[src/rtl/core_pkg.sv]
// Shared core encodings: write-back source select, load funct3 codes and
// the write-back unit state type.
package core_pkg;

  localparam logic [1:0] WB_ALU  = 2'b00;
  localparam logic [1:0] WB_PC4  = 2'b01;
  localparam logic [1:0] WB_IMM  = 2'b10;
  localparam logic [1:0] WB_LOAD = 2'b11;

  localparam logic [2:0] F3_LB  = 3'b000;
  localparam logic [2:0] F3_LH  = 3'b001;
  localparam logic [2:0] F3_LW  = 3'b010;
  localparam logic [2:0] F3_LD  = 3'b011;
  localparam logic [2:0] F3_LBU = 3'b100;
  localparam logic [2:0] F3_LHU = 3'b101;
  localparam logic [2:0] F3_LWU = 3'b110;

  typedef enum logic {
    IDLE     = 1'b0,
    WAIT_MEM = 1'b1
  } state_t;

endpackage

[src/rtl/load_align_ext.sv]
// Combinational load data aligner: shifts the addressed field down, sign- or
// zero-extends it, and flags illegal funct3 or misaligned offsets.
module load_align_ext
  import core_pkg::*;
#(
  parameter int XLEN  = 32,
  parameter int OFF_W = $clog2(XLEN/8)
) (
  input  logic [XLEN-1:0]  i_rdata,
  input  logic [2:0]       i_funct3,
  input  logic [OFF_W-1:0] i_offset,
  output logic [XLEN-1:0]  o_data,
  output logic             o_bad
);

  logic [XLEN-1:0] w_shifted;

  assign w_shifted = i_rdata >> {i_offset, 3'b000};

  always_comb begin
    o_data = '0;
    o_bad  = 1'b0;
    case (i_funct3)
      F3_LB:  o_data = XLEN'($signed(w_shifted[7:0]));
      F3_LBU: o_data = XLEN'(w_shifted[7:0]);
      F3_LH: begin
        o_data = XLEN'($signed(w_shifted[15:0]));
        o_bad  = i_offset[0];
      end
      F3_LHU: begin
        o_data = XLEN'(w_shifted[15:0]);
        o_bad  = i_offset[0];
      end
      F3_LW: begin
        o_data = XLEN'($signed(w_shifted[31:0]));
        o_bad  = (i_offset[1:0] != 2'b00);
      end
      F3_LWU: begin
        o_data = XLEN'(w_shifted[31:0]);
        o_bad  = (XLEN != 64) || (i_offset[1:0] != 2'b00);
      end
      F3_LD: begin
        o_data = w_shifted;
        o_bad  = (XLEN != 64) || (i_offset != '0);
      end
      default: o_bad = 1'b1;
    endcase
  end

endmodule

[src/rtl/wb_select_unit.sv]
// Registered write-back stage: selects ALU/PC+4/imm/load data and drives the
// register-file write port one cycle later; loads wait for memory with timeout.
module wb_select_unit
  import core_pkg::*;
#(
  parameter int XLEN           = 32,
  parameter int REG_ADDR_W     = 5,
  parameter int TIMEOUT_CYCLES = 64,
  parameter int OFF_W          = $clog2(XLEN/8)
) (
  input  logic                  clk,
  input  logic                  rst_n,
  input  logic                  in_valid,
  output logic                  in_ready,
  input  logic [1:0]            wb_sel,
  input  logic                  reg_write,
  input  logic [REG_ADDR_W-1:0] rd_addr,
  input  logic [XLEN-1:0]       alu_result,
  input  logic [XLEN-1:0]       pc,
  input  logic [XLEN-1:0]       imm,
  input  logic [2:0]            load_funct3,
  input  logic [OFF_W-1:0]      byte_offset,
  input  logic                  mem_rvalid,
  input  logic [XLEN-1:0]       mem_rdata,
  output logic                  rf_we,
  output logic [REG_ADDR_W-1:0] rf_waddr,
  output logic [XLEN-1:0]       rf_wdata,
  output logic                  load_err
);

  localparam int CNT_W = $clog2(TIMEOUT_CYCLES + 1);

  state_t                r_state;
  logic                  r_rf_we;
  logic [REG_ADDR_W-1:0] r_rf_waddr;
  logic [XLEN-1:0]       r_rf_wdata;
  logic                  r_load_err;
  logic [CNT_W-1:0]      r_cnt;
  logic [REG_ADDR_W-1:0] r_rd;
  logic                  r_reg_write;
  logic [2:0]            r_funct3;
  logic [OFF_W-1:0]      r_offset;

  logic                  w_accept;
  logic                  w_nl_we;
  logic [XLEN-1:0]       w_nl_data;
  logic [2:0]            w_funct3;
  logic [OFF_W-1:0]      w_offset;
  logic [XLEN-1:0]       w_ld_data;
  logic                  w_ld_bad;
  logic                  w_timeout;

  assign in_ready  = (r_state == IDLE);
  assign w_accept  = in_valid & in_ready;
  assign w_nl_we   = reg_write & (rd_addr != '0);
  assign w_timeout = (r_cnt == CNT_W'(TIMEOUT_CYCLES - 1));

  // One aligner serves both the accept-time legality check and the response.
  assign w_funct3 = (r_state == IDLE) ? load_funct3 : r_funct3;
  assign w_offset = (r_state == IDLE) ? byte_offset : r_offset;

  always_comb begin
    w_nl_data = alu_result;
    case (wb_sel)
      WB_PC4:  w_nl_data = pc + XLEN'(4);
      WB_IMM:  w_nl_data = imm;
      default: w_nl_data = alu_result;
    endcase
  end

  load_align_ext #(
    .XLEN  (XLEN),
    .OFF_W (OFF_W)
  ) u_align (
    .i_rdata  (mem_rdata),
    .i_funct3 (w_funct3),
    .i_offset (w_offset),
    .o_data   (w_ld_data),
    .o_bad    (w_ld_bad)
  );

  always_ff @(posedge clk or negedge rst_n) begin
    if (!rst_n) begin
      r_state     <= IDLE;
      r_rf_we     <= 1'b0;
      r_rf_waddr  <= '0;
      r_rf_wdata  <= '0;
      r_load_err  <= 1'b0;
      r_cnt       <= '0;
      r_rd        <= '0;
      r_reg_write <= 1'b0;
      r_funct3    <= '0;
      r_offset    <= '0;
    end else begin
      r_rf_we    <= 1'b0;
      r_load_err <= 1'b0;
      case (r_state)
        IDLE: begin
          if (w_accept) begin
            if (wb_sel != WB_LOAD) begin
              if (w_nl_we) begin
                r_rf_we    <= 1'b1;
                r_rf_waddr <= rd_addr;
                r_rf_wdata <= w_nl_data;
              end
            end else begin
              r_rd        <= rd_addr;
              r_reg_write <= reg_write;
              r_funct3    <= load_funct3;
              r_offset    <= byte_offset;
              if (w_ld_bad) begin
                r_load_err <= 1'b1;
              end else begin
                r_state <= WAIT_MEM;
                r_cnt   <= '0;
              end
            end
          end
        end
        WAIT_MEM: begin
          r_cnt <= r_cnt + 1'b1;
          // Data arriving on the timeout cycle still completes the load.
          if (mem_rvalid) begin
            r_state <= IDLE;
            if (r_reg_write && (r_rd != '0)) begin
              r_rf_we    <= 1'b1;
              r_rf_waddr <= r_rd;
              r_rf_wdata <= w_ld_data;
            end
          end else if (w_timeout) begin
            r_state    <= IDLE;
            r_load_err <= 1'b1;
          end
        end
        default: r_state <= IDLE;
      endcase
    end
  end

  assign rf_we    = r_rf_we;
  assign rf_waddr = r_rf_waddr;
  assign rf_wdata = r_rf_wdata;
  assign load_err = r_load_err;

endmodule

[config.mk]
export PLATFORM = sky130hd
export DESIGN_NAME = wb_select_unit
export DESIGN_NICKNAME = d
export VERILOG_FILES = /design/src/rtl/core_pkg.sv /design/src/rtl/load_align_ext.sv /design/src/rtl/wb_select_unit.sv
export SDC_FILE = /design/constraint.sdc
export NUM_CORES = 1
export LEC_CHECK = 0
export BUFFER_PORTS_ARGS = -buffer_cell sky130_fd_sc_hd__buf_4
export CAP_MARGIN = 15
export CORE_MARGIN = 2
export CORE_UTILIZATION = 50
export DETAILED_ROUTE_END_ITERATION = 16
export MAX_ROUTING_LAYER = met4
export PLACE_DENSITY = 0.82
export RECOVER_POWER = 25
export SLEW_MARGIN = 10
export SYNTH_ARGS = -nofsm -noshare
export SYNTH_HDL_FRONTEND = slang
export SYNTH_SLANG_ARGS = --single-unit
[constraint.sdc]
create_clock -name clk -period 2.7 [get_ports clk]
set_input_delay 0.135 -clock clk [delete_from_list [all_inputs] [get_ports clk]]
set_output_delay 0.135 -clock clk [all_outputs]
set_load 0.01 [all_outputs]
# Word level (Yosys, flattened, before mapping)
# Cells that the tools add are included.
# W data, S select, Z words.
dict set report word_totals {
  output_inout_bits 40
  input_bits 145
  register_bits 58
  word_cells 84
}
dict set report classes {
  n_mux 39
  addsub 2
  shifts 1
  n_reduce_logical 11
  n_eq_ne 17
  n_bitwise 4
}
# op count
set ops {}
lappend ops {{$mux W32} 5}
lappend ops {{$pmux W32 S5} 1}
lappend ops {{$pmux W32 S2} 2}
lappend ops {{$add A32 B3 Y32 const B} 1}
lappend ops {{$shr A32 B5 Y32} 1}
lappend ops {{$mux W5} 5}
lappend ops {{$mux W7} 3}
lappend ops {{$mux W1} 15}
lappend ops {{$pmux W7 S2} 1}
lappend ops {{$pmux W5 S2} 1}
lappend ops {{$reduce_bool A5 Y1} 2}
lappend ops {{$eq A3 B3 Y1 const B} 3}
lappend ops {{$ne A2 B1 Y1 const B} 4}
lappend ops {{$ne A2 B2 Y1 const B} 4}
lappend ops {{$add A7 B1 Y7 const B} 1}
lappend ops {{$eq A7 B6 Y1 const B} 1}
lappend ops {{$eq A3 B2 Y1 const B} 2}
lappend ops {{$pmux W1 S2} 3}
lappend ops {{$reduce_and A3 Y1} 2}
lappend ops {{$reduce_and A5 Y1} 1}
lappend ops {{$reduce_or A2 Y1} 2}
lappend ops {{$eq A3 B1 Y1 const B} 1}
lappend ops {{$logic_not A3 Y1} 1}
lappend ops {{$mux W3} 1}
lappend ops {{other kinds (9)} 11}

# Logic depth before layout (Yosys ltp)
# Gate-level depths: netlist of the first run.
dict set report logic_depth {
  word_depth 8
  ltp_mapped 10
  depth_no_buf 8
}

# Modules after synthesis
# A second synthesis of the first run with hierarchy kept.
dict set report unflattened {
  cells_unflattened 577
  hier_area_um2 4785.8
}
# mod n_inst cells_each seq_area_each_um2 area_per_inst_um2
set by_module_without_submodules {}
lappend by_module_without_submodules {wb_select_unit 1 468 1451.4 3975.1}
lappend by_module_without_submodules {load_align_ext 1 109 0.0 810.8}

# Worst setup path before layout of the first run
# No wires, ideal clock.
dict set report synth_path {
  kind {reg-to-reg}
  from {reg r_offset[0]}
  to {reg r_rf_wdata[24], in the netlist rf_wdata[24]}
  slack_ns 0.683
  path_stages_with_launch 9
  period_less_slack_ns 2.017
  t_required_ns 2.596
  arrival_time_ns 1.913
  setup_ns 0.104
  path_buffers 2
  cell_sequence {dfrtp_1 -> buf_2 -> mux2_2 -> mux2i_1 -> a22oi_1 -> o2bb2ai_1 -> nand2_1 -> buf_2 -> o311ai_1}
}
dict set report synth_between {
  elab_chain_cells 6
}
# element line_no
set synth_lines {}
lappend synth_lines {{from (decl)} wb_select_unit.sv:42} ;# logic [OFF_W-1:0] r_offset;
lappend synth_lines {{from (signal assigned)} wb_select_unit.sv:110} ;# r_offset <= byte_offset;
lappend synth_lines {{$mux W2} wb_select_unit.sv:60} ;# assign w_offset = (r_state == IDLE) ? byte_offset : r_offset;
lappend synth_lines {{$shr A32 B5 Y32} load_align_ext.sv:18} ;# assign w_shifted = i_rdata >> {i_offset, 3'b000};
lappend synth_lines {{$pmux W32 S5} load_align_ext.sv:23} ;# case (i_funct3)
lappend synth_lines {{$mux W32} wb_select_unit.sv:125} ;# if (r_reg_write && (r_rd != '0)) begin
lappend synth_lines {{$mux W32} wb_select_unit.sv:123} ;# if (mem_rvalid) begin
lappend synth_lines {{$pmux W32 S2} wb_select_unit.sv:97} ;# case (r_state)
lappend synth_lines {{to (signal assigned)} wb_select_unit.sv:104} ;# r_rf_wdata <= w_nl_data;
lappend synth_lines {{to (signal assigned)} wb_select_unit.sv:128} ;# r_rf_wdata <= w_ld_data;
lappend synth_lines {{to (decl)} wb_select_unit.sv:36} ;# logic [XLEN-1:0] r_rf_wdata;
# Every way passes these cells. The select of a mux whose other input is x is not followed.
# A chain may end at the register's enable or synchronous reset.

# Worst setup path after layout of the first run
# Ends and elaborated chain as after synthesis.

==> results.ini, run 1 <==
[clock_network]
h-tree-depth = 3
clk_root_buffer_cell = clkbuf_8
clkLatencyLatePin_ns = 0.34
path_clk_slew_ns = 0.07
clock-sinks = 58
clockBufferDepth = 2
cts_buffers = 9
cts_setup_buffers = 0
cts_tree = yes

[setup_path]
crit_path_frequent_cell = nand2_1
path_cells = mux2_2 > buf_4 > nand2_1 > a22oi_1 > o2bb2ai_1 > nand2_1 > o311ai_1
rrSetupSlack_ns = 0.20
crit_slowest_cell = dfrtp_1
crit_family = compound AO/OA/AOI/OAI gates
crit_type = flip-flop to flip-flop
end_kind = flip-flop
path_max_fanout = 17
required_ns = 2.93
path_buf_inv = 1
max_stage_delay_ns = 0.52
start_kind = flip-flop
cp.arrival_ns = 2.73

[timing]
setup-tns-final_ns = 0
max_slew.worst_pin.slew_ns = 1.434
timing.fmax_ghz = 0.4006
finalCritPeriodShare_pct = 92.46
maxSlewHeadroom_pct = 4.386
grt_setup_unrepaired = false
hold_violations = 0
setup_slack_ns = 0.2035
timing.final.max_slew_violations = 0
period_needed_ns = 2.497
skew_ns = 0.01214
whs_ns = 0.05112
setup_violations = 0

[die]
die_area_mm2 = 0.009961
ios = 185
die_w_um = 99.81
coreArea_mm2 = 0.008806
core.rowCount = 34
initial_core_util_pct = 52.12
die_h_um = 99.81

[synthesis]
yosysTopAreaCellShare_pct = 31.62
avgSynthCellArea_um2 = 8.052
mappedNetlistArea_mm2 = 0.004589
yosysSeqAreaShare_pct = 31.62
yosysWarnings = 0
synth.net_count = 720
synth_commonest_cells = 73 x nand2_1, 58 x dfrtp_1, 54 x o21ai_0, 50 x nor2_1, 35 x nand3_1
ys_ff_latch = 58
synth_top_flop_cell = dfrtp_1
synth_edf_count = 0
synth_cells = 570
synth_area_leaders = dfrtp_1 32%, nand2_1 6.0%, o21ai_0 5.9%, xor2_1 4.4%, nor2_1 4.1%
yosysMostFrequentCell = nand2_1
synth_cell_types = 62
synth_top_area_cell = dfrtp_1
synth-async-reset-ratio_pct = 100.0

[finish]
drive_above_1_share_pct = 28.95
fin_nets = 898
antenna_cells = 0
n_fill_cell = 725
syn_to_final_growth_pct = 36.48
instances_no_fill = 861
final_core_util_pct = 71.13

[global_routing]
grt_pass1_wl_um = 26850
grt-ovfl-total = 0
grt_util_all_layers_pct = 35.78
grt_pass1_vias = 5111
grt_max_degree = 59
antenna_found_initial = 0

[placement]
io_buffers = 184
dpl.hpwl_um = 13990
dp_slack_ns = 0.3457
finalWeightedCongestion = 0.9917
dp_cells = 844

[route]
drt-total-wl_um = 17520
drtIter0Drc = 420
dr_wl_met2_um = 8136
m1WireLength_um = 7101
met3_length_um = 1768
avgViaCountPerCell = 6.409
wl_per_cell_um = 20.35
ant_nets = 0
dr.pass1.iters = 8
dr.max_layer_used = met4
drc_errors = 0
vias = 5518

[power_and_ir_drop]
comb_power_share_pct = 34.9
p_clk_share_pct = 29.2
p_leak_nw = 2.805
p_int_mw = 2.298
cellPowerDensity_mw_per_mm2 = 553.5
power_frac_seq_pct = 35.9
swShare_pct = 33.72
irDropWorstVdd_mv = 0.2598
p_switching_mw = 1.169

[run]
drv_cap = 0

[hold_path]
min_path_type = primary input to flip-flop

[status]
status = complete, no violations

[placed cells by master, fill, tap and decap left out, types with 8 or more instances in the layout]
cell      netlist  final
a21oi_1        22     22
a221oi_1       12     12
a22oi_1        13     13
a31oi_1        10     10
buf_4           1    181
clkbuf_1       15     20
clkbuf_8        1     11
dfrtp_1        58     58
inv_1          14     14
mux2_2         11     11
mux2i_1        15     15
nand2_1        73     73
nand3_1        35     35
nand4_1         9      9
nor2_1         50     50
nor3_1         13     13
o211ai_1       12     12
o21ai_0        54     54
xnor2_1         8      8
xor2_1         23     23
[worst register-to-register path: stages, from the launching register on]
cell and delay (ns):
dfrtp_1 0.52, mux2_2 0.24, buf_4 0.21, nand2_1 0.07
a22oi_1 0.48, o2bb2ai_1 0.27, nand2_1 0.37, o311ai_1 0.22
[routing by layer]
layer	track usage, %	vias to the layer above
met4	12.64	0
met5	-	-
met3	5.223	46
li1	-	2501
met2	56.13	394
met1	47.59	2577
[metrics by stage]
step | power (mW) | cell area, µm²
finish | 3.467 | 6264
global route | 3.628 | 6264
CTS | 3.511 | 6341
detailed placement | 2.502 | 6080
global placement | 2.472 | 6080
floorplan | 1.831 | 4589
[layout make-up]
class	instances	area, µm²	area share, %
multi-input combinational	461	2904	46.36
timing repair buffer	204	1469	23.45
sequential	58	1451	23.17
clock buffer	11	151.4	2.417
tap	108	135.1	2.157
clock inverter	5	100.1	1.598
inverter	14	52.55	0.8390
[cells by family (layout without fill, tap and decap cells)]
family                     count (synthesis)  count (layout)  share of synthesized area, %
AOI/OAI and AO/OA                        181             181                         27.26
buffers and inverters                     51             234                         5.098
DFF                                       58              58                         31.62
and+or+nand+nor                          217             217                         22.46
adders and majority gates                  5               5                         1.363
xor gates and xnor gates                  31              31                         5.916
muxes                                     27              27                         6.270
[repair_timing]
item	4_1_cts	5_1_grt
gates resized for setup	0	0
setup endpoints to repair	0	0
hold buffers	1	0
endpoints found under the hold margin	58	0
[flip-flops by register name (all words and copies together) (netlist names)]
register,flops
r_rd,5
r_cnt,7
r_reg_write,1
rf_wdata,32
load_err,1
rf_we,1
r_offset,2
r_funct3,3
rf_waddr,5
r_state,1
[power by group through the flow]
stage	sequential [mW]	clock (mW)	combinational, mW
floorplan	1.28	0	0.555
CTS	1.24	1.01	1.26
global placement	1.25	0	1.22
global route	1.27	1.05	1.31
finish	1.25	1.01	1.21
detailed placement	1.26	0	1.25
[worst paths after layout]
path                                         start                       end  cells past startpoint
setup / recovery           r_offset[0]$_DFFE_PN0P_  rf_wdata[24]$_DFFE_PN0P_                      7
hold / removal                          rd_addr[4]       r_rd[4]$_DFFE_PN0P_                      2
setup reg to reg           r_offset[0]$_DFFE_PN0P_  rf_wdata[24]$_DFFE_PN0P_                      7
hold reg to reg            rf_waddr[2]$_DFFE_PN0P_   rf_waddr[2]$_DFFE_PN0P_                      2
max in group asynchronous                    rst_n  rf_wdata[20]$_DFFE_PN0P_                      2
min in group asynchronous                    rst_n   r_offset[0]$_DFFE_PN0P_                      2
Power figures use the tool's default switching activity.
==> run 2, diff against run 1 <==
--- a/config.mk
+++ b/config.mk
@@ -5,13 +5,14 @@
 export SDC_FILE = /design/constraint.sdc
 export NUM_CORES = 1
 export LEC_CHECK = 0
+export ABC_AREA = 1
 export BUFFER_PORTS_ARGS = -buffer_cell sky130_fd_sc_hd__buf_4
 export CAP_MARGIN = 15
 export CORE_MARGIN = 2
 export CORE_UTILIZATION = 50
 export DETAILED_ROUTE_END_ITERATION = 16
 export MAX_ROUTING_LAYER = met4
-export PLACE_DENSITY = 0.82
+export PLACE_DENSITY = 0.8
 export RECOVER_POWER = 25
 export SLEW_MARGIN = 10
 export SYNTH_ARGS = -nofsm -noshare
==> run 2 against run 1 <==
Compared with the run above:
- critical path depth up 4
- non-clock buffer count down 5
- fmax up 15%
- sequential share of layout area down 1.7 points
- die area up 11%
- clock power down 18%
- power up 2.8%
- hold slack worse by 0.045 ns
- global-route usage down 2.1 points
- design area up 7.8%
- setup slack better by 0.33 ns
- wire length up 4.8%
- critical path type unchanged
- largest power group is now combinational cells
- highest routed layer unchanged
==> results.ini, run 2 <==
[timing]
skew_ns = 0.009390
setup-tns-final_ns = 0
grt_setup_unrepaired = false
setup_violations = 0
period_needed_ns = 2.166
hold_violations = 0
finalCritPeriodShare_pct = 80.21
max_slew.worst_pin.slew_ns = 1.423
timing.fmax_ghz = 0.4617
timing.final.max_slew_violations = 0
maxSlewHeadroom_pct = 5.107

[finish]
final_common_cell = nand2_1
syn_to_final_growth_pct = 31.70
fin_nets = 1211
largest_reg_flops = 32
drive_above_1_share_pct = 22.05
final_cell_mix = 356 x nand2_1, 195 x buf_4, 122 x nor2_1, 72 x nand3_1, 60 x inv_1
multi_input_area_mm2 = 0.003201
ff_latch_area_mm2 = 0.001453
antenna_cells = 0
n_fill_cell = 915
fin_area_mm2 = 0.006753

[setup_path]
rrSetupSlack_ns = 0.53
required_ns = 2.98
path_max_fanout = 27
setup.worst_path.end = rf_wdata[25]$_DFFE_PN0P_
reg2reg_depth = 11
reg2reg_to = rf_wdata[25]$_DFFE_PN0P_
end_kind = flip-flop
start_kind = flip-flop
crit_type = flip-flop to flip-flop
r2r_start = r_state$_DFF_PN0_
setup.worst_path.start = r_state$_DFF_PN0_
cp.arrival_ns = 2.44

[placement]
finalWeightedCongestion = 0.9787
io_buffers = 184
placed_area_mm2 = 0.006549
dpl.hpwl_um = 14670

[clock_network]
path_clk_slew_ns = 0.07
clkLatencyLatePin_ns = 0.35
clock-sinks = 58
cts_buffers = 9
clockBufferDepth = 2
h-tree-depth = 3
clk_root_buffer_cell = clkbuf_8
cts_tree = yes

[run]
drv_cap = 0

[synthesis]
mappedNetlistArea_mm2 = 0.005127
synth-async-reset-ratio_pct = 100.0
synth_commonest_cells = 356 x nand2_1, 122 x nor2_1, 72 x nand3_1, 60 x inv_1, 58 x dfrtp_1
synth_top_flop_cell = dfrtp_1
synth_area_leaders = dfrtp_1 28%, nand2_1 26%, nor2_1 8.9%, nand3_1 7.0%, o21ai_0 5.6%
synth_top_area_cell = dfrtp_1
synth_cells = 894
synth_cell_types = 37
yosysTopAreaCellShare_pct = 28.31
synth.net_count = 1044
yosysWarnings = 0
avgSynthCellArea_um2 = 5.735
yosysMostFrequentCell = nand2_1
ys_ff_latch = 58
yosysSeqAreaShare_pct = 28.31
synth_edf_count = 0

[die]
coreArea_mm2 = 0.009864
die_area_mm2 = 0.01108
core.rowCount = 36
initial_core_util_pct = 51.98
die_h_um = 105.3
ios = 185
die_w_um = 105.3

[power_and_ir_drop]
irDropWorstVdd_mv = 0.2978
cellPowerDensity_mw_per_mm2 = 527.5
p_leak_nw = 3.603

[global_routing]
grt-ovfl-total = 0
grt_pass1_wl_um = 28720
grt_util_all_layers_pct = 33.69
grt_pass1_vias = 5771
grt_max_degree = 59
antenna_found_initial = 0

[route]
vias = 6470
avgViaCountPerCell = 5.396
drc_errors = 0
drtIter0Drc = 587
wl_per_cell_um = 15.32
drt-total-wl_um = 18370
dr.pass1.iters = 6
ant_nets = 0

[status]
status = complete, no violations

[hold_path]
min_path_type = primary input to flip-flop

==> run 2: area by class of cell <==
cell class / count / area share [%]
clock inverters: 6 / 0.9820
inverters: 64 / 3.595
flip-flops and latches: 58 / 21.51
well taps: 133 / 2.464
clock buffers: 10 / 2.038
multi-input cells: 729 / 47.40
repair buffers: 199 / 22.01
==> run 2: cells by family after synthesis <==
family	count (synthesis)	share of synthesized area, %
DFF	58	28.31
xor gates and xnor gates	4	0.6832
AOI/OAI and AO/OA	141	14.74
buffers and inverters	107	9.346
and+or+nand+nor	579	45.71
adders and majority gates	5	1.220
==> run 2: layer usage <==
layer / vias to the layer above / global-route usage [%] / part of all wire [%] / wire length [µm]
li1: 3183 / - / - / -
met3: 64 / 7.545 / 9.8 / 1805
met5: - / - / 0 / 0
met4: 0 / 13.62 / 4.1 / 754
met1: 2862 / 44.73 / 43 / 7946
met2: 361 / 49.86 / 43 / 7865
==> run 2: through the flow <==
step | worst slack, ns | instances | util (%) | power (mW) | hold slack, ns
2_1_floorplan | 1.149 | 894 | - | 2.031 | -0.1606
3_3_place_gp | 0.6508 | 1182 | 66.39 | 2.699 | 0.2421
3_5_place_dp | 0.5877 | 1182 | 66.39 | 2.720 | 0.2400
4_1_cts | 0.5656 | 1199 | 68.56 | 3.551 | 0.005481
5_1_grt | 0.3382 | 1199 | 68.46 | 3.794 | 0.02875
6_report | 0.5343 | 1199 | 68.46 | 3.562 | 0.006197
==> run 2: how the worst min path moves through the flow <==
stage / slack, ns / startpoint / to / cells past startpoint
floorplan: -0.16 / rst_n / load_err$_DFF_PN0_ / 0
global placement: 0.24 / rst_n / rf_we$_DFF_PN0_ / 1
detailed placement: 0.24 / rst_n / rf_we$_DFF_PN0_ / 1
CTS: 0.005 / load_funct3[1] / r_funct3[1]$_DFFE_PN0P_ / 3
global route: 0.03 / rd_addr[4] / r_rd[4]$_DFFE_PN0P_ / 3
finish: 0.006 / load_funct3[1] / r_funct3[1]$_DFFE_PN0P_ / 3
==> run 2: what timing repair did <==
| action | 4_1_cts | 5_1_grt |
|---|---|---|
| hold buffers | 1 | 0 |
| resized for setup | 0 | 0 |
| buffers inserted | 0 | 0 |
| hold endpoints to repair | 58 | 0 |
| setup endpoints to repair | 0 | 0 |
==> run 2: report_power, final <==
part | internal [mW] | switching (mW)
Sequential | 1.10 | 0.170
Combinational | 0.631 | 0.830
Clock | 0.451 | 0.380
Total | 2.18 | 1.38
==> run 2: worst max-delay path: stages, from the launching register on <==
cell and delay, ns:
dfrtp_2 0.54, buf_4 0.34, nand2_1 0.10, nand2_2 0.11, nand2_2 0.07, nor2_2 0.09, nand3_2 0.27, nand2_1 0.22
o21ai_0 0.12, nand2_1 0.12, nand2_1 0.06, nand2_1 0.08
